File: src/rtl/mips_pkg.sv
// Shared definitions for the MIPS multiply/divide unit.
// Holds the op encodings, the sequencer state set and the default operand width.
// Pure declarations; no logic, no latency, no flow control.
package mips_pkg;

    localparam int DEFAULT_WIDTH = 32;

    typedef enum logic [1:0] {
        MULT  = 2'b00,
        MULTU = 2'b01,
        DIV   = 2'b10,
        DIVU  = 2'b11
    } op_t;

    typedef enum logic [1:0] {
        IDLE = 2'b00,
        RUN  = 2'b01,
        FIX  = 2'b10
    } state_t;

    // MULT and DIV work on two's-complement operands; the U variants do not.
    function automatic logic op_is_signed(input op_t op);
        return (op == MULT) || (op == DIV);
    endfunction

    function automatic logic op_is_div(input op_t op);
        return (op == DIV) || (op == DIVU);
    endfunction

endpackage

File: src/rtl/mips_muldiv_if.sv
// Request/result bundle between the datapath and the multiply/divide unit.
// master drives requests and MTHI/MTLO writes; slave returns HI/LO, busy and done.
// No flow control beyond busy: requests made while busy are ignored by the unit.
interface mips_muldiv_if
    import mips_pkg::*;
#(
    parameter int WIDTH = DEFAULT_WIDTH
);
    logic             start;
    op_t              op;
    logic [WIDTH-1:0] rs_data;
    logic [WIDTH-1:0] rt_data;
    logic             hi_we;
    logic             lo_we;
    logic [WIDTH-1:0] hi;
    logic [WIDTH-1:0] lo;
    logic             busy;
    logic             done;

    modport master (
        output start, op, rs_data, rt_data, hi_we, lo_we,
        input  hi, lo, busy, done
    );

    modport slave (
        input  start, op, rs_data, rt_data, hi_we, lo_we,
        output hi, lo, busy, done
    );
endinterface

File: src/rtl/mips_muldiv_core.sv
// Unsigned iterative engine: shift-add multiply or restoring shift-subtract divide.
// One bit per step; WIDTH steps after load give the product / {remainder, quotient}.
// No backpressure: steps only when told to, holds its accumulator otherwise.
module mips_muldiv_core #(
    parameter int WIDTH = 32
) (
    input  logic               clk,
    input  logic               reset,
    input  logic               load,
    input  logic               step,
    input  logic               div_mode,
    input  logic [WIDTH-1:0]   a,
    input  logic [WIDTH-1:0]   b,
    output logic [2*WIDTH-1:0] acc
);
    logic [2*WIDTH-1:0] acc_q;
    logic [WIDTH-1:0]   b_q;
    logic [2*WIDTH-1:0] mul_next;
    logic [2*WIDTH-1:0] div_next;
    logic [WIDTH:0]     mul_sum;
    logic [WIDTH:0]     div_top;
    logic               div_ge;
    logic [WIDTH-1:0]   div_sub;

    // Next accumulator value for one multiply step and one divide step.
    always_comb begin
        // Multiply: low half holds the remaining multiplier bits, high half the
        // partial product; add the multiplicand on a 1 bit and shift right.
        mul_sum  = {1'b0, acc_q[2*WIDTH-1:WIDTH]} + (acc_q[0] ? {1'b0, b_q} : '0);
        mul_next = {mul_sum, acc_q[WIDTH-1:1]};
        // Divide: shift {rem, dividend} left, trial-subtract the divisor from the
        // widened remainder and shift the quotient bit into the bottom.
        div_top  = acc_q[2*WIDTH-1:WIDTH-1];
        div_ge   = (div_top >= {1'b0, b_q});
        div_sub  = div_top[WIDTH-1:0] - b_q;
        div_next = {(div_ge ? div_sub : div_top[WIDTH-1:0]), acc_q[WIDTH-2:0], div_ge};
    end

    // Accumulator and operand registers; both modes load the same layout.
    always_ff @(posedge clk or posedge reset) begin
        if (reset) begin
            acc_q <= '0;
            b_q   <= '0;
        end else if (load) begin
            acc_q <= {{WIDTH{1'b0}}, a};
            b_q   <= b;
        end else if (step) begin
            acc_q <= div_mode ? div_next : mul_next;
        end
    end

    assign acc = acc_q;

endmodule

File: src/rtl/mips_muldiv.sv
// MIPS HI/LO multiply/divide unit: MULT/MULTU/DIV/DIVU plus MTHI/MTLO.
// Fixed latency: start at edge N, HI/LO written and done pulsed at edge N+33.
// busy blocks new requests and HI/LO writes; a start in the done cycle is accepted.
module mips_muldiv
    import mips_pkg::*;
#(
    parameter int WIDTH = DEFAULT_WIDTH
) (
    input  logic          clk,
    input  logic          reset,
    mips_muldiv_if.slave  bus
);
    localparam int CW = $clog2(WIDTH);

    state_t             state;
    state_t             state_next;
    logic [CW-1:0]      cnt;
    op_t                op_q;
    logic               neg_a;
    logic               neg_b;
    logic               div0;
    logic [WIDTH-1:0]   a_raw;
    logic [WIDTH-1:0]   hi_q;
    logic [WIDTH-1:0]   lo_q;
    logic               busy_q;
    logic               done_q;

    logic               accept;
    logic               req_signed;
    logic [WIDTH-1:0]   mag_a;
    logic [WIDTH-1:0]   mag_b;
    logic [2*WIDTH-1:0] acc;
    logic [2*WIDTH-1:0] prod;
    logic [WIDTH-1:0]   quo;
    logic [WIDTH-1:0]   rem;
    logic [WIDTH-1:0]   fix_hi;
    logic [WIDTH-1:0]   fix_lo;

    assign accept     = (state == IDLE) && bus.start;
    assign req_signed = op_is_signed(bus.op);
    assign mag_a      = (req_signed && bus.rs_data[WIDTH-1]) ? -bus.rs_data : bus.rs_data;
    assign mag_b      = (req_signed && bus.rt_data[WIDTH-1]) ? -bus.rt_data : bus.rt_data;

    mips_muldiv_core #(
        .WIDTH (WIDTH)
    ) u_core (
        .clk      (clk),
        .reset    (reset),
        .load     (accept),
        .step     (state == RUN),
        .div_mode (op_is_div(op_q)),
        .a        (mag_a),
        .b        (mag_b),
        .acc      (acc)
    );

    // State register.
    always_ff @(posedge clk or posedge reset) begin
        if (reset) begin
            state <= IDLE;
        end else begin
            state <= state_next;
        end
    end

    // Next-state: accept in IDLE, WIDTH steps in RUN, one result cycle in FIX.
    always_comb begin
        state_next = state;
        case (state)
            IDLE:    if (bus.start) state_next = RUN;
            RUN:     if (cnt == '0) state_next = FIX;
            FIX:     state_next = IDLE;
            default: state_next = IDLE;
        endcase
    end

    // Sign correction of the unsigned engine result, with the divide-by-zero override.
    always_comb begin
        prod = ((op_q == MULT) && (neg_a ^ neg_b)) ? -acc : acc;
        quo  = ((op_q == DIV) && (neg_a ^ neg_b)) ? -acc[WIDTH-1:0] : acc[WIDTH-1:0];
        rem  = ((op_q == DIV) && neg_a) ? -acc[2*WIDTH-1:WIDTH] : acc[2*WIDTH-1:WIDTH];
        if (op_is_div(op_q)) begin
            fix_hi = div0 ? a_raw : rem;
            fix_lo = div0 ? '1    : quo;
        end else begin
            fix_hi = prod[2*WIDTH-1:WIDTH];
            fix_lo = prod[WIDTH-1:0];
        end
    end

    // Request latch, step counter, HI/LO registers and the busy/done flags.
    always_ff @(posedge clk or posedge reset) begin
        if (reset) begin
            cnt    <= '0;
            op_q   <= MULT;
            neg_a  <= 1'b0;
            neg_b  <= 1'b0;
            div0   <= 1'b0;
            a_raw  <= '0;
            hi_q   <= '0;
            lo_q   <= '0;
            busy_q <= 1'b0;
            done_q <= 1'b0;
        end else begin
            done_q <= 1'b0;
            case (state)
                IDLE: begin
                    if (bus.start) begin
                        // A start in the same cycle as MTHI/MTLO drops the writes.
                        cnt    <= CW'(WIDTH - 1);
                        op_q   <= bus.op;
                        neg_a  <= req_signed && bus.rs_data[WIDTH-1];
                        neg_b  <= req_signed && bus.rt_data[WIDTH-1];
                        div0   <= (bus.rt_data == '0);
                        a_raw  <= bus.rs_data;
                        busy_q <= 1'b1;
                    end else begin
                        if (bus.hi_we) hi_q <= bus.rs_data;
                        if (bus.lo_we) lo_q <= bus.rs_data;
                    end
                end
                RUN: begin
                    cnt <= cnt - 1'b1;
                end
                FIX: begin
                    hi_q   <= fix_hi;
                    lo_q   <= fix_lo;
                    busy_q <= 1'b0;
                    done_q <= 1'b1;
                end
                default: ;
            endcase
        end
    end

    assign bus.hi   = hi_q;
    assign bus.lo   = lo_q;
    assign bus.busy = busy_q;
    assign bus.done = done_q;

endmodule

File: src/flat_wrapper.sv
// flat-port wrapper written by rule: the top's interface ports become plain ports
module mips_muldiv_flat import mips_pkg::*;
#(
    parameter int WIDTH = DEFAULT_WIDTH
)
  (clk, reset, bus_start, bus_op, bus_rs_data, bus_rt_data, bus_hi_we, bus_lo_we, bus_hi, bus_lo, bus_busy, bus_done);
  mips_muldiv_if #(.WIDTH(WIDTH)) bus_i ();
  input  logic clk;
  input  logic reset;
  input wire logic [$bits(bus_i.start)-1:0] bus_start;
  input wire logic [$bits(bus_i.op)-1:0] bus_op;
  input wire logic [$bits(bus_i.rs_data)-1:0] bus_rs_data;
  input wire logic [$bits(bus_i.rt_data)-1:0] bus_rt_data;
  input wire logic [$bits(bus_i.hi_we)-1:0] bus_hi_we;
  input wire logic [$bits(bus_i.lo_we)-1:0] bus_lo_we;
  output wire logic [$bits(bus_i.hi)-1:0] bus_hi;
  output wire logic [$bits(bus_i.lo)-1:0] bus_lo;
  output wire logic [$bits(bus_i.busy)-1:0] bus_busy;
  output wire logic [$bits(bus_i.done)-1:0] bus_done;
  assign bus_i.start = bus_start;
  assign bus_i.op = bus_op;
  assign bus_i.rs_data = bus_rs_data;
  assign bus_i.rt_data = bus_rt_data;
  assign bus_i.hi_we = bus_hi_we;
  assign bus_i.lo_we = bus_lo_we;
  assign bus_hi = bus_i.hi;
  assign bus_lo = bus_i.lo;
  assign bus_busy = bus_i.busy;
  assign bus_done = bus_i.done;
  mips_muldiv #(.WIDTH(WIDTH)) u_core (.clk(clk), .reset(reset), .bus(bus_i));
endmodule
File: config.mk
export PLATFORM = sky130hd
export DESIGN_NAME = mips_muldiv_flat
export DESIGN_NICKNAME = d
export VERILOG_FILES = /design/src/rtl/mips_pkg.sv /design/src/rtl/mips_muldiv_if.sv /design/src/rtl/mips_muldiv_core.sv /design/src/rtl/mips_muldiv.sv /design/src/flat_wrapper.sv
export SDC_FILE = /design/constraint.sdc
export NUM_CORES = 1
export LEC_CHECK = 0
export CORE_ASPECT_RATIO = 1.25
export CORE_MARGIN = 2
export CORE_UTILIZATION = 60
export DETAILED_ROUTE_END_ITERATION = 16
export PLACE_DENSITY = 0.82
export SKIP_CTS_REPAIR_TIMING = 1
export SLEW_MARGIN = 10
export SYNTH_ARGS = -nofsm -noshare
export SYNTH_HDL_FRONTEND = slang
export SYNTH_SLANG_ARGS = --single-unit
export TNS_END_PERCENT = 10
File: constraint.sdc
create_clock -name clk -period 10.1 [get_ports clk]
set_input_delay 1.515 -clock clk [delete_from_list [all_inputs] [get_ports clk]]
set_output_delay 1.515 -clock clk [all_outputs]
set_load 0.1 [all_outputs]
Word-level counts from Yosys, hierarchy flattened. Cells that the tools add are included.

Input bits: 71. Flip-flop bits (word level): 206.

Add/subtract/negate cells: 8. Multiplexer cells: 28. Eq/ne operators: 10. Reductions and logical operators: 22. Bitwise operators: 1. Order comparisons: 1.

Operators with widths (count): 32-bit two-way mux (14); 64-bit two-way mux (4); 32-bit negator (4); 32-bit one-hot mux with 2 select lines (2); 64-bit negator (1); 32-bit by 33-bit adder with 33-bit output (1); 33-bit by 32-bit >= comparator with 1-bit output (1); 32-bit zero test (1); 32-bit subtractor (1); 5-bit one-hot mux with 2 select lines (1); 2-bit equality test, second input constant (4); 2-bit inequality test, second input constant (4); 2-bit AND reduction (4); 1-bit logical AND (6); 2-bit zero test (3); 3-bit AND reduction (2); 2-bit nonzero test (3); 5-bit zero test (1); 5-bit two-way mux (1); 5-bit by 1-bit subtractor with 5-bit output, second input constant (1); 2-bit two-way mux (2); 2-bit one-hot mux with 2 select lines (1); 2-bit by 1-bit equality test with 1-bit output, second input constant (1); 1-bit logical OR (2); 4 further kinds (5).

Depth between registers and ports, before layout. Gate-level depths: netlist (run 1).

Word-level depth: 6. Depth in mapped cells: 14.

By module. Synthesis (run 1) repeated with hierarchy kept, for this count alone.

Cells, all modules: 2192. Area, all modules: 17118.9 sq um.

By module, submodules not included: mips_muldiv_core (sequential area each 2402.3 sq um, instances 1, area an instance 8774.7 sq um, cells an instance 1132); mips_muldiv (sequential area each 2752.6 sq um, instances 1, area an instance 8344.3 sq um, cells an instance 1060).

Worst setup path after synthesis (run 1). No wires, ideal clock.

Path kind: input-to-reg. Start point: in bus_rt_data[8]. End point: reg u_core.u_core.b_q[30]. Data required time: 9.970 ns. Setup time: 0.130 ns. Path slack: 6.414 ns. Arrival time: 3.555 ns. Stages on the path: 9. Path through: or4_1 nor3_2 and3_1 and2_1 nand2_1 or3_1 o31ai_1 xor2_1 o21ai_1.

Word-level cells in the longest chain between the ends: 2.

Ends and longest elaborated chain: from (decl) (RTL line flat_wrapper.sv:13) `input wire logic [$bits(bus_i.rt_data)-1:0] bus_rt_data;`; 32-bit negator (RTL line mips_muldiv.sv:42) `assign mag_b = (req_signed && bus.rt_data[WIDTH-1]) ? -bus.rt_data : bus.rt_data;`; 32-bit two-way mux (RTL line mips_muldiv.sv:42); to (signal assigned) (RTL line mips_muldiv_core.sv:43) `b_q <= '0;`; to (signal assigned) (RTL line mips_muldiv_core.sv:46) `b_q <= b;`; to (decl) (RTL line mips_muldiv_core.sv:17) `logic [WIDTH-1:0] b_q;`.

Every way passes these cells. A chain may end at the register's enable or synchronous reset.

Final worst setup path (run 1).
Start point: reg u_core.u_core.acc_q[0] (netlist: u_core.u_core.acc[0]). End point: reg u_core.u_core.acc_q[62] (netlist: u_core.u_core.acc[62]).

Word-level cells in the longest chain between the ends: 5.

Ends and longest elaborated chain: from (decl) (RTL line mips_muldiv_core.sv:16) `logic [2*WIDTH-1:0] acc_q;`; from (signal assigned) (RTL line mips_muldiv_core.sv:45) `acc_q <= {{WIDTH{1'b0}}, a};`; from (signal assigned) (RTL line mips_muldiv_core.sv:48) `acc_q <= div_mode ? div_next : mul_next;`; 32-bit two-way mux (RTL line mips_muldiv_core.sv:29) `mul_sum = {1'b0, acc_q[2*WIDTH-1:WIDTH]} + (acc_q[0] ? {1'b0, b_q} : '0);`; 32-bit by 33-bit adder with 33-bit output (RTL line mips_muldiv_core.sv:29); 64-bit two-way mux (RTL line mips_muldiv_core.sv:48); 64-bit two-way mux (RTL line mips_muldiv_core.sv:47) `end else if (step) begin`; 64-bit two-way mux (RTL line mips_muldiv_core.sv:44) `end else if (load) begin`.

Every way passes these cells. The select of a mux whose other input is x is not followed.

==> results of run 1 <==
==> worst paths after layout <==
check | start | to | slack (ns) | cells past startpoint
setup / recovery | u_core.u_core.acc[0] | u_core.u_core.acc[62] | 5.39 | 12
hold / removal | u_core.bus.lo[6] | u_core.bus.lo[6] | 0.48 | 2
setup reg to reg | u_core.u_core.acc[0] | u_core.u_core.acc[62] | 5.39 | 12
hold reg to reg | u_core.bus.lo[6] | u_core.bus.lo[6] | 0.48 | 2
max in group asynchronous | reset | u_core.u_core.acc[62] | 7.01 | 3
min in group asynchronous | reset | u_core.bus.lo[1] | 1.60 | 2
==> area by class of cell <==
class,instances,area share [%]
clock buffers,31,3.54
clock inverters,12,1.41
inverters,67,1.37
multi-input cells,1717,56.0
flip-flops and latches,206,27.3
well taps,350,2.32
repair buffers,156,8.01
==> power groups by stage <==
stage	clock network, mW	registers (mW)	logic (mW)
floorplan	0	2.39	3.15
global placement	0	1.73	4.82
detailed placement	0	1.76	4.93
CTS	1.04	1.75	4.96
global route	1.08	1.82	5.45
finish	1.04	1.77	5.01
==> cell usage after synthesis, types with 10 or more instances <==
cell type / n / area (µm²)
sky130_fd_sc_hd__a211oi_1: 13 / 97.6
sky130_fd_sc_hd__a21o_1: 35 / 263
sky130_fd_sc_hd__a21oi_1: 165 / 826
sky130_fd_sc_hd__a22oi_1: 28 / 210
sky130_fd_sc_hd__a31oi_1: 20 / 125
sky130_fd_sc_hd__and2_1: 14 / 87.6
sky130_fd_sc_hd__and3_1: 16 / 100
sky130_fd_sc_hd__buf_1: 13 / 48.8
sky130_fd_sc_hd__clkbuf_1: 131 / 492
sky130_fd_sc_hd__dfrtp_1: 206 / 5150
sky130_fd_sc_hd__ha_1: 70 / 876
sky130_fd_sc_hd__inv_1: 66 / 248
sky130_fd_sc_hd__mux2i_1: 59 / 591
sky130_fd_sc_hd__nand2_1: 327 / 1230
sky130_fd_sc_hd__nand2b_1: 20 / 125
sky130_fd_sc_hd__nand3_1: 39 / 195
sky130_fd_sc_hd__nand4_1: 10 / 62.6
sky130_fd_sc_hd__nor2_1: 184 / 691
sky130_fd_sc_hd__nor2b_1: 13 / 81.3
sky130_fd_sc_hd__nor3_1: 52 / 260
sky130_fd_sc_hd__nor4_1: 19 / 119
sky130_fd_sc_hd__o211ai_1: 16 / 120
sky130_fd_sc_hd__o21ai_0: 203 / 1020
sky130_fd_sc_hd__o21bai_1: 11 / 82.6
sky130_fd_sc_hd__o22ai_1: 43 / 269
sky130_fd_sc_hd__o31ai_1: 27 / 203
sky130_fd_sc_hd__or3_1: 20 / 125
sky130_fd_sc_hd__or4_1: 10 / 75.1
sky130_fd_sc_hd__xnor2_1: 106 / 928
sky130_fd_sc_hd__xor2_1: 67 / 587
==> through the flow <==
step           power (mW)  setup WS [ns]  area [µm²]  utilization [%]  instances
4_1_cts              7.75           5.56       18900             68.9       2539
3_3_place_gp         6.55           5.59       17900             65.4       2496
6_report             7.81           5.39       18900             68.9       2539
5_1_grt              8.35           5.28       18900             68.9       2539
2_1_floorplan        5.54           2.96       16600                -       2148
3_5_place_dp         6.69           5.51       17900             65.4       2496
==> flip-flops by register name (all words and copies together), names as in the netlist <==
name / count
u_core.a_raw: 32
u_core.bus.busy: 1
u_core.bus.done: 1
u_core.bus.hi: 32
u_core.bus.lo: 32
u_core.cnt: 5
u_core.div0: 1
u_core.neg_a: 1
u_core.neg_b: 1
u_core.op_q: 2
u_core.state: 2
u_core.u_core.acc: 64
u_core.u_core.b_q: 32
==> cells by family (layout without fill, tap and decap cells) <==
kind of cell	count (synthesis)	in the layout	synth area share, %
fa+ha+maj	72	72	5.53
flops	206	206	31.1
mux	62	62	3.77
simple gates	765	765	21.4
xor+xnor	173	173	9.15
buf+inv	225	266	5.29
compound gates	645	645	23.7
==> critical path, delay by kind of cell, from the launching register on <==
family | cells | cell delay [ns]
compound gates | 6 | 1.95
xor+xnor | 1 | 0.11
fa+ha+maj | 1 | 0.47
buf+inv | 1 | 0.78
flops | 1 | 0.46
simple gates | 3 | 0.77
==> per-layer routing <==
layer | wire length (µm) | up-vias | global-route usage, %
li1 | - | 7679 | -
met1 | 19400 | 7674 | 41.2
met2 | 23900 | 760 | 58.4
met3 | 3620 | 175 | 4.31
met4 | 2720 | 0 | 18.5
met5 | 0 | - | 0
==> summary.json, run 1 <==
{
  "worst_slew_margin_rel": {"value": 27.0, "unit": "%"},
  "synth-seq-cells": {"value": 206},
  "num_rows": {"value": 68},
  "gp_congestion": {"value": 0.924},
  "finalCriticalPeriod": {"value": 4.71, "unit": "ns"},
  "crit_type": {"value": "reg2reg"},
  "nNetsFinal": {"value": 2315},
  "synth_edf_count": {"value": 0},
  "via_count": {"value": 16300},
  "ff_latch_area": {"value": 5160, "unit": "µm²"},
  "netSwitchingFraction": {"value": 52.6, "unit": "%"},
  "run_status": {"value": "finished clean"},
  "final-max-slew-violation-count": {"value": 0},
  "final.setup.tns": {"value": 0, "unit": "ns"},
  "initial_drc_count": {"value": 1443},
  "timing.fmax": {"value": 0.212, "unit": "GHz"},
  "power_per_cell_area": {"value": 414, "unit": "nW/µm²"},
  "multiInputGateArea": {"value": 10600, "unit": "µm²"},
  "switchingPower": {"value": 4.11, "unit": "mW"},
  "detail_route.vias_per_cell": {"value": 6.42},
  "fillerInstances": {"value": 2249},
  "dp_hpwl": {"value": 35700, "unit": "µm"},
  "hold_viol_final": {"value": 0},
  "synth_flop_type": {"value": "sky130_fd_sc_hd__dfrtp_1"},
  "cts.sinks": {"value": 206},
  "drive_gt1_share": {"value": 4.43, "unit": "%"},
  "avgSynthCellArea": {"value": 7.71, "unit": "µm²"},
  "synth-async-reset-ratio": {"value": 100, "unit": "%"},
  "via_count_of_the_first_global_routing_pass": {"value": 15800},
  "cts_root_buffer": {"value": "sky130_fd_sc_hd__clkbuf_16"},
  "worst-endpoint-arrival": {"value": 5.09, "unit": "ns"},
  "grt_setup_unrepaired": {"value": "no"},
  "power.ir.vdd_worst": {"value": 0.000215, "unit": "V"},
  "final.hold.worst_slack": {"value": 0.475, "unit": "ns"},
  "timing.critical_path.to_type": {"value": "register"},
  "clk_latency": {"value": 0.54, "unit": "ns"},
  "ys_warn_count": {"value": 0},
  "drt_wl_total": {"value": 49600, "unit": "µm"},
  "maxCapViolCount": {"value": 0},
  "drc": {"value": 0},
  "cts_tree": {"value": "done"},
  "setup_viol": {"value": 0},
  "sequential_share_of_the_synthesized_area": {"value": 31.1, "unit": "%"},
  "drt_pre_antenna_iters": {"value": 6},
  "layout_commonest_cell": {"value": "sky130_fd_sc_hd__nand2_1"},
  "syn_to_final_growth": {"value": 13.9, "unit": "%"},
  "leakagePower": {"value": 8.11, "unit": "nW"},
  "synth_cell_types": {"value": 79},
  "io-pin-count": {"value": 137},
  "clk_pin_slew_worst_paths": {"value": 0.06, "unit": "ns"},
  "antenna_found_initial": {"value": 0},
  "cellInternalPower": {"value": 3.70, "unit": "mW"},
  "slew_worst_pin": {"value": 1.09, "unit": "ns"},
  "number_of_buffers_created_by_cts": {"value": 24},
  "mappedNetlistArea": {"value": 16600, "unit": "µm²"},
  "grtUsageTotal": {"value": 33.8, "unit": "%"},
  "crit_path_top_delay_cell": {"value": "sky130_fd_sc_hd__a2111oi_0"},
  "synthesis.nets": {"value": 2291},
  "fin_worst_skew": {"value": 0.0123, "unit": "ns"},
  "share_comb_of_total_power": {"value": 64.1, "unit": "%"},
  "min_path_type": {"value": "reg2reg"},
  "wl_per_cell": {"value": 19.5, "unit": "µm"},
  "grt_pass1_wl": {"value": 80400, "unit": "µm"},
  "final_min_period_over_clock_period": {"value": 46.6, "unit": "%"},
  "floorplan.die_area": {"value": 29000, "unit": "µm²"},
  "worst_ep_required_time": {"value": 10.48, "unit": "ns"},
  "grt-ovfl-total": {"value": 0},
  "cp_common_cell": {"value": "sky130_fd_sc_hd__a22oi_1"},
  "chipHeight": {"value": 190, "unit": "µm"},
  "floorplan_core_area": {"value": 27400, "unit": "µm²"},
  "insertedDiodeCount": {"value": 0},
  "most-common-layout-cells": {"value": "sky130_fd_sc_hd__nand2_1, sky130_fd_sc_hd__dfrtp_1, sky130_fd_sc_hd__o21ai_0"},
  "cp_startpoint_kind": {"value": "register"},
  "pwr-share-seq": {"value": 22.6, "unit": "%"},
  "crit_chain": {"value": "inv_1 -> nor2_1 -> ha_1 -> nand4_1 -> nor4b_1 -> a22oi_1 -> a2111oi_0 -> o2111ai_1 -> a21boi_0 -> xor2_1 -> a22oi_1 -> o21ai_0"},
  "critPathMaxStageDelay": {"value": 0.89, "unit": "ns"},
  "die_w": {"value": 153, "unit": "µm"},
  "detail-route-antenna-nets": {"value": 0},
  "path_max_fanout": {"value": 32},
  "buffer_ports.inserted": {"value": 136},
  "grt_max_degree": {"value": 140},
  "synth_cells": {"value": 2148},
  "cts-root-to-sink-buffers": {"value": 3},
  "htree_num_levels": {"value": 1},
  "initial_utilization": {"value": 60.5, "unit": "%"},
  "power_frac_clock": {"value": 13.3, "unit": "%"}
}
Power figures use the tool's default switching activity.
==> inputs of run 2 (changes only) <==
--- a/config.mk
+++ b/config.mk
@@ -7,9 +7,9 @@
 export LEC_CHECK = 0
 export CORE_ASPECT_RATIO = 1.25
 export CORE_MARGIN = 2
-export CORE_UTILIZATION = 60
+export CORE_UTILIZATION = 54
 export DETAILED_ROUTE_END_ITERATION = 16
-export PLACE_DENSITY = 0.82
+export PLACE_DENSITY = 0.78
 export SKIP_CTS_REPAIR_TIMING = 1
 export SLEW_MARGIN = 10
 export SYNTH_ARGS = -nofsm -noshare
==> constraint.sdc (replaced) <==
create_clock -name clk -period 4 [get_ports clk]
set_input_delay 0.6 -clock clk [delete_from_list [all_inputs] [get_ports clk]]
set_output_delay 0.6 -clock clk [all_outputs]
set_load 0.1 [all_outputs]
==> run 2 against run 1 <==
Compared with the run above:
- global-route usage fell by 2.5 points
- clock power rose by 98%
- core utilization fell by 5.7 points
- clock-buffer cell count rose by 1
- worst setup slack got worse by 5.0 ns
- clock skew rose by 0.014 ns
- critical path type unchanged
- largest power group unchanged
==> summary.json, run 2 (synthesis results as in run 1) <==
{
  "run_status": {"value": "finished clean", "change": "unchanged"},
  "cp_startpoint_kind": {"value": "register", "change": "unchanged"},
  "cts_root_buffer": {"value": "sky130_fd_sc_hd__clkbuf_16", "change": "unchanged"},
  "fin_worst_skew": {"value": 0.0260, "unit": "ns", "change": "was 0.0123 ns"},
  "leakagePower": {"value": 8.19, "unit": "nW", "change": "was 8.11 nW"},
  "worst_slew_margin_rel": {"value": 34.2, "unit": "%", "change": "was 27.0%"},
  "critPathMaxStageDelay": {"value": 0.50, "unit": "ns", "change": "was 0.89 ns"},
  "max_ffs_per_register": {"value": 64, "change": "unchanged"},
  "most-common-layout-cells": {"value": "sky130_fd_sc_hd__nand2_1, sky130_fd_sc_hd__dfrtp_1, sky130_fd_sc_hd__o21ai_0", "change": "unchanged"},
  "num_rows": {"value": 71, "change": "was 68"},
  "syn_to_final_growth": {"value": 14.9, "unit": "%", "change": "was 13.9%"},
  "finalCriticalPeriod": {"value": 3.62, "unit": "ns", "change": "was 4.71 ns"},
  "insertedDiodeCount": {"value": 0, "change": "unchanged"},
  "chipHeight": {"value": 200, "unit": "µm", "change": "was 190 µm"},
  "post-place-cells": {"value": 2583, "change": "was 2,496"},
  "min_path_type": {"value": "reg2reg", "change": "unchanged"},
  "number_of_buffers_created_by_cts": {"value": 24, "change": "unchanged"},
  "initial_drc_count": {"value": 1549, "change": "was 1,443"},
  "grt_setup_unrepaired": {"value": "no", "change": "unchanged"},
  "grt_pass1_wl": {"value": 81400, "unit": "µm", "change": "was 80,400 µm"},
  "power.ir.vdd_worst": {"value": 0.000747, "unit": "V", "change": "was 0.000215 V"},
  "floorplan_core_area": {"value": 30100, "unit": "µm²", "change": "was 27,400 µm²"},
  "gp_congestion": {"value": 1.00, "change": "was 0.924"},
  "power_per_cell_area": {"value": 1020, "unit": "nW/µm²", "change": "was 414 nW/µm²"},
  "via_count": {"value": 16500, "change": "was 16,300"},
  "slew_worst_pin": {"value": 0.985, "unit": "ns", "change": "was 1.09 ns"},
  "worst_ep_required_time": {"value": 4.37, "unit": "ns", "change": "was 10.48 ns"},
  "buffer_ports.inserted": {"value": 136, "change": "unchanged"},
  "io-pin-count": {"value": 137, "change": "unchanged"},
  "crit_path_top_delay_cell": {"value": "sky130_fd_sc_hd__dfrtp_1", "change": "was sky130_fd_sc_hd__a2111oi_0"},
  "design_area": {"value": 19000, "unit": "µm²", "change": "was 18,900 µm²"},
  "worst-endpoint-arrival": {"value": 3.99, "unit": "ns", "change": "was 5.09 ns"},
  "detail_route.vias_per_cell": {"value": 6.29, "change": "was 6.42"},
  "grt_max_degree": {"value": 97, "change": "was 140"},
  "path_max_fanout": {"value": 20, "change": "was 32"},
  "clk_latency": {"value": 0.55, "unit": "ns", "change": "was 0.54 ns"},
  "final-max-slew-violation-count": {"value": 0, "change": "unchanged"},
  "wl_per_cell": {"value": 19.3, "unit": "µm", "change": "was 19.5 µm"},
  "post_dp_cell_area": {"value": 18300, "unit": "µm²", "change": "was 17,900 µm²"},
  "dp_hpwl": {"value": 37600, "unit": "µm", "change": "was 35,700 µm"},
  "antenna_found_initial": {"value": 0, "change": "unchanged"},
  "die_w": {"value": 161, "unit": "µm", "change": "was 153 µm"},
  "timing.fmax": {"value": 0.276, "unit": "GHz", "change": "was 0.212 GHz"},
  "finalNonFillerCells": {"value": 2621, "change": "was 2,539"},
  "timing.critical_path.to_type": {"value": "register", "change": "unchanged"},
  "detail-route-antenna-nets": {"value": 0, "change": "unchanged"},
  "htree_num_levels": {"value": 1, "change": "unchanged"},
  "drive_gt1_share": {"value": 5.68, "unit": "%", "change": "was 4.43%"},
  "grt-ovfl-total": {"value": 0, "change": "unchanged"},
  "via_count_of_the_first_global_routing_pass": {"value": 15700, "change": "was 15,800"},
  "drc": {"value": 0, "change": "unchanged"},
  "wl_met1": {"value": 19700, "unit": "µm", "change": "was 19,400 µm"},
  "final.hold.worst_slack": {"value": 0.475, "unit": "ns", "change": "about the same"},
  "crit_chain": {"value": "ha_1 -> a211oi_1 -> o21ai_0 -> nand3b_1 -> and4b_1 -> o211ai_1 -> a31o_2 -> nand2_1 -> buf_4 -> buf_4 -> mux2i_1 -> o21ai_0", "change": "was inv_1 -> nor2_1 -> ha_1 -> nand4_1 -> nor4b_1 -> a22oi_1 -> a2111oi_0 -> o2111ai_1 -> a21boi_0 -> xor2_1 -> a22oi_1 -> o21ai_0"},
  "cts-root-to-sink-buffers": {"value": 3, "change": "unchanged"},
  "maxCapViolCount": {"value": 0, "change": "unchanged"},
  "crit_type": {"value": "reg2reg", "change": "unchanged"},
  "drt_wl_total": {"value": 50700, "unit": "µm", "change": "was 49,600 µm"},
  "grtUsageTotal": {"value": 31.3, "unit": "%", "change": "was 33.8%"},
  "top_signal_layer_used": {"value": "met4", "change": "unchanged"},
  "r2r_slack": {"value": 0.38, "unit": "ns", "change": "was 5.39 ns"},
  "floorplan.die_area": {"value": 32100, "unit": "µm²", "change": "was 29,000 µm²"},
  "initial_utilization": {"value": 55.0, "unit": "%", "change": "was 60.5%"},
  "hold_viol_final": {"value": 0, "change": "unchanged"},
  "detailroute.wirelength.met2": {"value": 24600, "unit": "µm", "change": "was 23,900 µm"},
  "final_min_period_over_clock_period": {"value": 90.5, "unit": "%", "change": "was 46.6%"},
  "detailroute.wirelength.met3": {"value": 3930, "unit": "µm", "change": "was 3620 µm"},
  "setup_viol": {"value": 0, "change": "unchanged"},
  "layout_commonest_cell": {"value": "sky130_fd_sc_hd__nand2_1", "change": "unchanged"},
  "cts_tree": {"value": "done", "change": "unchanged"},
  "nNetsFinal": {"value": 2351, "change": "was 2,315"},
  "utilization_after_layout": {"value": 63.2, "unit": "%", "change": "was 68.9%"},
  "final.setup.tns": {"value": 0, "unit": "ns", "change": "unchanged"},
  "cts.sinks": {"value": 206, "change": "unchanged"},
  "drt_pre_antenna_iters": {"value": 6, "change": "unchanged"},
  "clk_pin_slew_worst_paths": {"value": 0.06, "unit": "ns", "change": "about the same"}
}
==> run 2: cell types whose count changed in the layout (fill, tap and decap cells not counted), sizes merged <==
cell / change
buf: +36
bufinv: -8
clkbuf: +1
clkinvlp: +3
inv: -1
==> run 2: power by group <==
part,internal [mW],leakage (nW),total [mW],switching [mW]
Clock,1.18,0.343,2.06,0.881
Sequential,3.11,2.54,4.36,1.26
Combinational,4.69,5.31,13.0,8.32
Total,8.98,8.19,19.4,10.5
==> run 2: metrics by stage <==
step | power [mW] | setup slack [ns]
2_1_floorplan | 14.0 | 0.703
3_3_place_gp | 16.8 | 0.539
3_5_place_dp | 17.1 | 0.450
4_1_cts | 19.2 | 0.454
5_1_grt | 20.8 | 0.0750
6_report | 19.4 | 0.380
==> run 2: layer usage <==
| metal | vias to the layer above | global-route usage [%] |
|---|---|---|
| met2 | 799 | 55.3 |
| met4 | 0 | 15.2 |
| met5 | - | 0 |
| li1 | 7747 | - |
| met1 | 7775 | 38.2 |
| met3 | 164 | 3.86 |
==> run 2: critical path, delay by kind of cell (launching register included) <==
kind,cells,cell delay [ns]
multiplexers,1,0.17
flip-flops,1,0.50
buffers and inverters,2,0.49
AO/OA/AOI/OAI,5,1.38
AND/OR/NAND/NOR,3,0.61
adder cells (fa/ha/maj),1,0.30
==> run 2: path summary, 6_finish.rpt <==
path | endpoint | depth (start not counted) | startpoint
max in group asynchronous | u_core.u_core.b_q[17] | 3 | reset
max | u_core.u_core.acc[43] | 12 | u_core.u_core.acc[37]
max reg2reg | u_core.u_core.acc[43] | 12 | u_core.u_core.acc[37]
min in group asynchronous | u_core.bus.lo[7] | 2 | reset
min | u_core.bus.busy | 2 | u_core.bus.busy
min reg2reg | u_core.bus.busy | 2 | u_core.bus.busy
==> run 2: cell type report <==
| class | count | area (µm²) |
|---|---|---|
| Sequential cell | 206 | 5160 |
| Timing Repair Buffer | 192 | 1830 |
| Fill cell | 2636 | 11100 |
| Clock inverter | 6 | 40.0 |
| Clock buffer | 32 | 682 |
| Inverter | 67 | 255 |
| Tap cell | 401 | 502 |
| Multi-Input combinational cell | 1717 | 10600 |
==> inputs of run 3 (changes only) <==
--- a/config.mk
+++ b/config.mk
@@ -5,13 +5,12 @@
 export SDC_FILE = /design/constraint.sdc
 export NUM_CORES = 1
 export LEC_CHECK = 0
-export CORE_ASPECT_RATIO = 1.25
 export CORE_MARGIN = 2
 export CORE_UTILIZATION = 54
 export DETAILED_ROUTE_END_ITERATION = 16
 export PLACE_DENSITY = 0.78
 export SKIP_CTS_REPAIR_TIMING = 1
-export SLEW_MARGIN = 10
+export SLEW_MARGIN = 30
 export SYNTH_ARGS = -nofsm -noshare
 export SYNTH_HDL_FRONTEND = slang
 export SYNTH_SLANG_ARGS = --single-unit
==> run 3 against run 2 <==
Compared with the run above:
- combinational power up 5%
- clock skew down 0.0086 ns
- flip-flop and latch count did not move
- final cell count up 1.3%
- power is 4.4% higher
- critical path depth rose by 2
- sequential share of layout area is 0.59 points lower
- register-to-register slack got worse by 0.04 ns
- non-clock buffer count rose by 32
- core utilization is 0.73 points higher
- largest cell class unchanged
==> summary.json, run 3 (synthesis results as in run 1) <==
{
  "antenna_found_initial": {"value": 0, "change": "unchanged"},
  "grt-ovfl-total": {"value": 0, "change": "unchanged"},
  "io-pin-count": {"value": 137, "change": "unchanged"},
  "final.setup.tns": {"value": 0, "unit": "ns", "change": "unchanged"},
  "number_of_buffers_created_by_cts": {"value": 25, "change": "was 24"},
  "power.ir.vdd_worst": {"value": 0.000440, "unit": "V", "change": "was 0.000747 V"},
  "min_path_type": {"value": "reg2reg", "change": "unchanged"},
  "syn_to_final_growth": {"value": 17.4, "unit": "%", "change": "was 14.9%"},
  "final-max-slew-violation-count": {"value": 0, "change": "unchanged"},
  "path_max_fanout": {"value": 10, "change": "was 20"},
  "setup_viol": {"value": 0, "change": "unchanged"},
  "drt_wl_total": {"value": 56200, "unit": "µm", "change": "was 50,700 µm"},
  "fin_worst_skew": {"value": 0.0173, "unit": "ns", "change": "was 0.0260 ns"},
  "fillerInstances": {"value": 2680, "change": "was 2,636"},
  "via_count_of_the_first_global_routing_pass": {"value": 16200, "change": "was 15,700"},
  "worst_slew_margin_rel": {"value": 33.6, "unit": "%", "change": "was 34.2%"},
  "timing.critical_path.to_type": {"value": "register", "change": "unchanged"},
  "crit_chain": {"value": "inv_1 -> buf_4 -> nor2_1 -> ha_1 -> nand4_1 -> nor4b_1 -> a22oi_1 -> a2111oi_0 -> buf_4 -> o2111ai_1 -> a21boi_0 -> xor2_1 -> a22oi_1 -> o21ai_0", "change": "was ha_1 -> a211oi_1 -> o21ai_0 -> nand3b_1 -> and4b_1 -> o211ai_1 -> a31o_2 -> nand2_1 -> buf_4 -> buf_4 -> mux2i_1 -> o21ai_0"},
  "initial_drc_count": {"value": 1767, "change": "was 1,549"},
  "grtUsageTotal": {"value": 34.9, "unit": "%", "change": "was 31.3%"},
  "dp_hpwl": {"value": 41800, "unit": "µm", "change": "was 37,600 µm"},
  "worst_ep_required_time": {"value": 4.39, "unit": "ns", "change": "was 4.37 ns"},
  "insertedDiodeCount": {"value": 0, "change": "unchanged"},
  "grt_max_degree": {"value": 94, "change": "was 97"},
  "wl_per_cell": {"value": 21.2, "unit": "µm", "change": "was 19.3 µm"},
  "max_ffs_per_register": {"value": 64, "change": "unchanged"},
  "critPathMaxStageDelay": {"value": 0.48, "unit": "ns", "change": "was 0.50 ns"},
  "cp_startpoint_kind": {"value": "register", "change": "unchanged"},
  "run_status": {"value": "finished clean", "change": "unchanged"},
  "num_rows": {"value": 64, "change": "was 71"},
  "detail_route.vias_per_cell": {"value": 6.35, "change": "was 6.29"},
  "detail-route-antenna-nets": {"value": 0, "change": "unchanged"},
  "buffer_ports.inserted": {"value": 136, "change": "unchanged"},
  "final_min_period_over_clock_period": {"value": 91.4, "unit": "%", "change": "was 90.5%"},
  "clk_pin_slew_worst_paths": {"value": 0.06, "unit": "ns", "change": "about the same"},
  "most-common-layout-cells": {"value": "sky130_fd_sc_hd__nand2_1, sky130_fd_sc_hd__dfrtp_1, sky130_fd_sc_hd__o21ai_0", "change": "unchanged"},
  "kind_of_cell_adding_the_most_delay_to_the_critical_path": {"value": "compound AO/OA/AOI/OAI gates", "change": "unchanged"},
  "htree_num_levels": {"value": 1, "change": "unchanged"},
  "hold_viol_final": {"value": 0, "change": "unchanged"},
  "via_count": {"value": 16900, "change": "was 16,500"},
  "cts-root-to-sink-buffers": {"value": 3, "change": "unchanged"},
  "cts_root_buffer": {"value": "sky130_fd_sc_hd__clkbuf_16", "change": "unchanged"},
  "r2r_slack": {"value": 0.34, "unit": "ns", "change": "was 0.38 ns"},
  "cp_num_buf_inv": {"value": 3, "change": "was 2"},
  "floorplan.die_area": {"value": 32100, "unit": "µm²", "change": "about the same"},
  "drt_pre_antenna_iters": {"value": 6, "change": "unchanged"},
  "drive_gt1_share": {"value": 7.39, "unit": "%", "change": "was 5.68%"},
  "chipHeight": {"value": 179, "unit": "µm", "change": "was 200 µm"},
  "nNetsFinal": {"value": 2384, "change": "was 2,351"},
  "slew_worst_pin": {"value": 0.993, "unit": "ns", "change": "was 0.985 ns"},
  "layout_commonest_cell": {"value": "sky130_fd_sc_hd__nand2_1", "change": "unchanged"},
  "die_w": {"value": 179, "unit": "µm", "change": "was 161 µm"},
  "power_per_cell_area": {"value": 1040, "unit": "nW/µm²", "change": "was 1020 nW/µm²"},
  "clk_latency": {"value": 0.54, "unit": "ns", "change": "was 0.55 ns"},
  "worst-endpoint-arrival": {"value": 4.04, "unit": "ns", "change": "was 3.99 ns"},
  "grt_pass1_wl": {"value": 88100, "unit": "µm", "change": "was 81,400 µm"},
  "crit_type": {"value": "reg2reg", "change": "unchanged"},
  "gp_congestion": {"value": 1.00, "change": "about the same"},
  "leakagePower": {"value": 8.45, "unit": "nW", "change": "was 8.19 nW"},
  "crit_path_top_delay_cell": {"value": "sky130_fd_sc_hd__a2111oi_0", "change": "was sky130_fd_sc_hd__dfrtp_1"},
  "finalCriticalPeriod": {"value": 3.66, "unit": "ns", "change": "was 3.62 ns"},
  "initial_utilization": {"value": 54.4, "unit": "%", "change": "was 55.0%"},
  "power.total": {"value": 20.3, "unit": "mW", "change": "was 19.4 mW"},
  "maxCapViolCount": {"value": 0, "change": "unchanged"},
  "grt_setup_unrepaired": {"value": "no", "change": "unchanged"},
  "cts.sinks": {"value": 206, "change": "unchanged"},
  "drc": {"value": 0, "change": "unchanged"},
  "floorplan_core_area": {"value": 30400, "unit": "µm²", "change": "was 30,100 µm²"},
  "timing.fmax": {"value": 0.274, "unit": "GHz", "change": "was 0.276 GHz"},
  "cts_tree": {"value": "done", "change": "unchanged"}
}
-- run 3: report_power, final --
| part | internal (mW) | leakage, nW | switching [mW] |
|---|---|---|---|
| Combinational | 4.84 | 5.46 | 8.71 |
| Clock | 1.56 | 0.444 | 0.952 |
| Sequential | 3.11 | 2.54 | 1.11 |
| Total | 9.52 | 8.45 | 10.8 |
-- run 3: through the flow --
stage	instances	util (%)	cell area [µm²]	hold slack, ns	setup slack, ns
after global placement	2610	60.9	18500	0.454	0.463
after floorplan	2148	-	16600	0.437	0.703
after global routing	2656	63.9	19500	0.507	0.145
after detailed placement	2610	60.9	18500	0.463	0.321
after CTS	2656	63.9	19400	0.478	0.447
final	2656	63.9	19500	0.474	0.344
-- run 3: worst reg2reg max path, stage by stage (launching register included) --
cell,delay (ns)
sky130_fd_sc_hd__dfrtp_1,0.38
sky130_fd_sc_hd__inv_1,0.18
sky130_fd_sc_hd__buf_4,0.23
sky130_fd_sc_hd__nor2_1,0.07
sky130_fd_sc_hd__ha_1,0.38
sky130_fd_sc_hd__nand4_1,0.21
sky130_fd_sc_hd__nor4b_1,0.37
sky130_fd_sc_hd__a22oi_1,0.22
sky130_fd_sc_hd__a2111oi_0,0.49
sky130_fd_sc_hd__buf_4,0.21
sky130_fd_sc_hd__o2111ai_1,0.17
sky130_fd_sc_hd__a21boi_0,0.25
sky130_fd_sc_hd__xor2_1,0.10
sky130_fd_sc_hd__a22oi_1,0.16
sky130_fd_sc_hd__o21ai_0,0.10
-- run 3: layout make-up --
class / count / area, µm² / share of cell area [%]
inverter: 67 / 255 / 1.31
timing repair buffer: 224 / 2070 / 10.7
sequential: 206 / 5160 / 26.5
multi-input combinational: 1717 / 10600 / 54.3
clock buffer: 34 / 709 / 3.65
tap: 396 / 495 / 2.55
clock inverter: 12 / 195 / 1.00
-- run 3: worst paths after layout --
| check | startpoint | endpoint | cells past startpoint |
|---|---|---|---|
| setup / recovery | u_core.u_core.acc[0] | u_core.u_core.acc[62] | 14 |
| hold / removal | u_core.a_raw[21] | u_core.a_raw[21] | 2 |
| setup reg to reg | u_core.u_core.acc[0] | u_core.u_core.acc[62] | 14 |
| hold reg to reg | u_core.a_raw[21] | u_core.a_raw[21] | 2 |
| max in group asynchronous | reset | u_core.bus.hi[30] | 3 |
| min in group asynchronous | reset | u_core.u_core.acc[0] | 2 |
-- run 3: per-layer routing --
metal  up-vias  track usage, %  share of wire, %
met5         -               0                 0
met4         0            17.9               5.4
met3       204            4.75               9.2
met2       919            57.2                45
met1      7906            45.1                40
li1       7825               -                 -
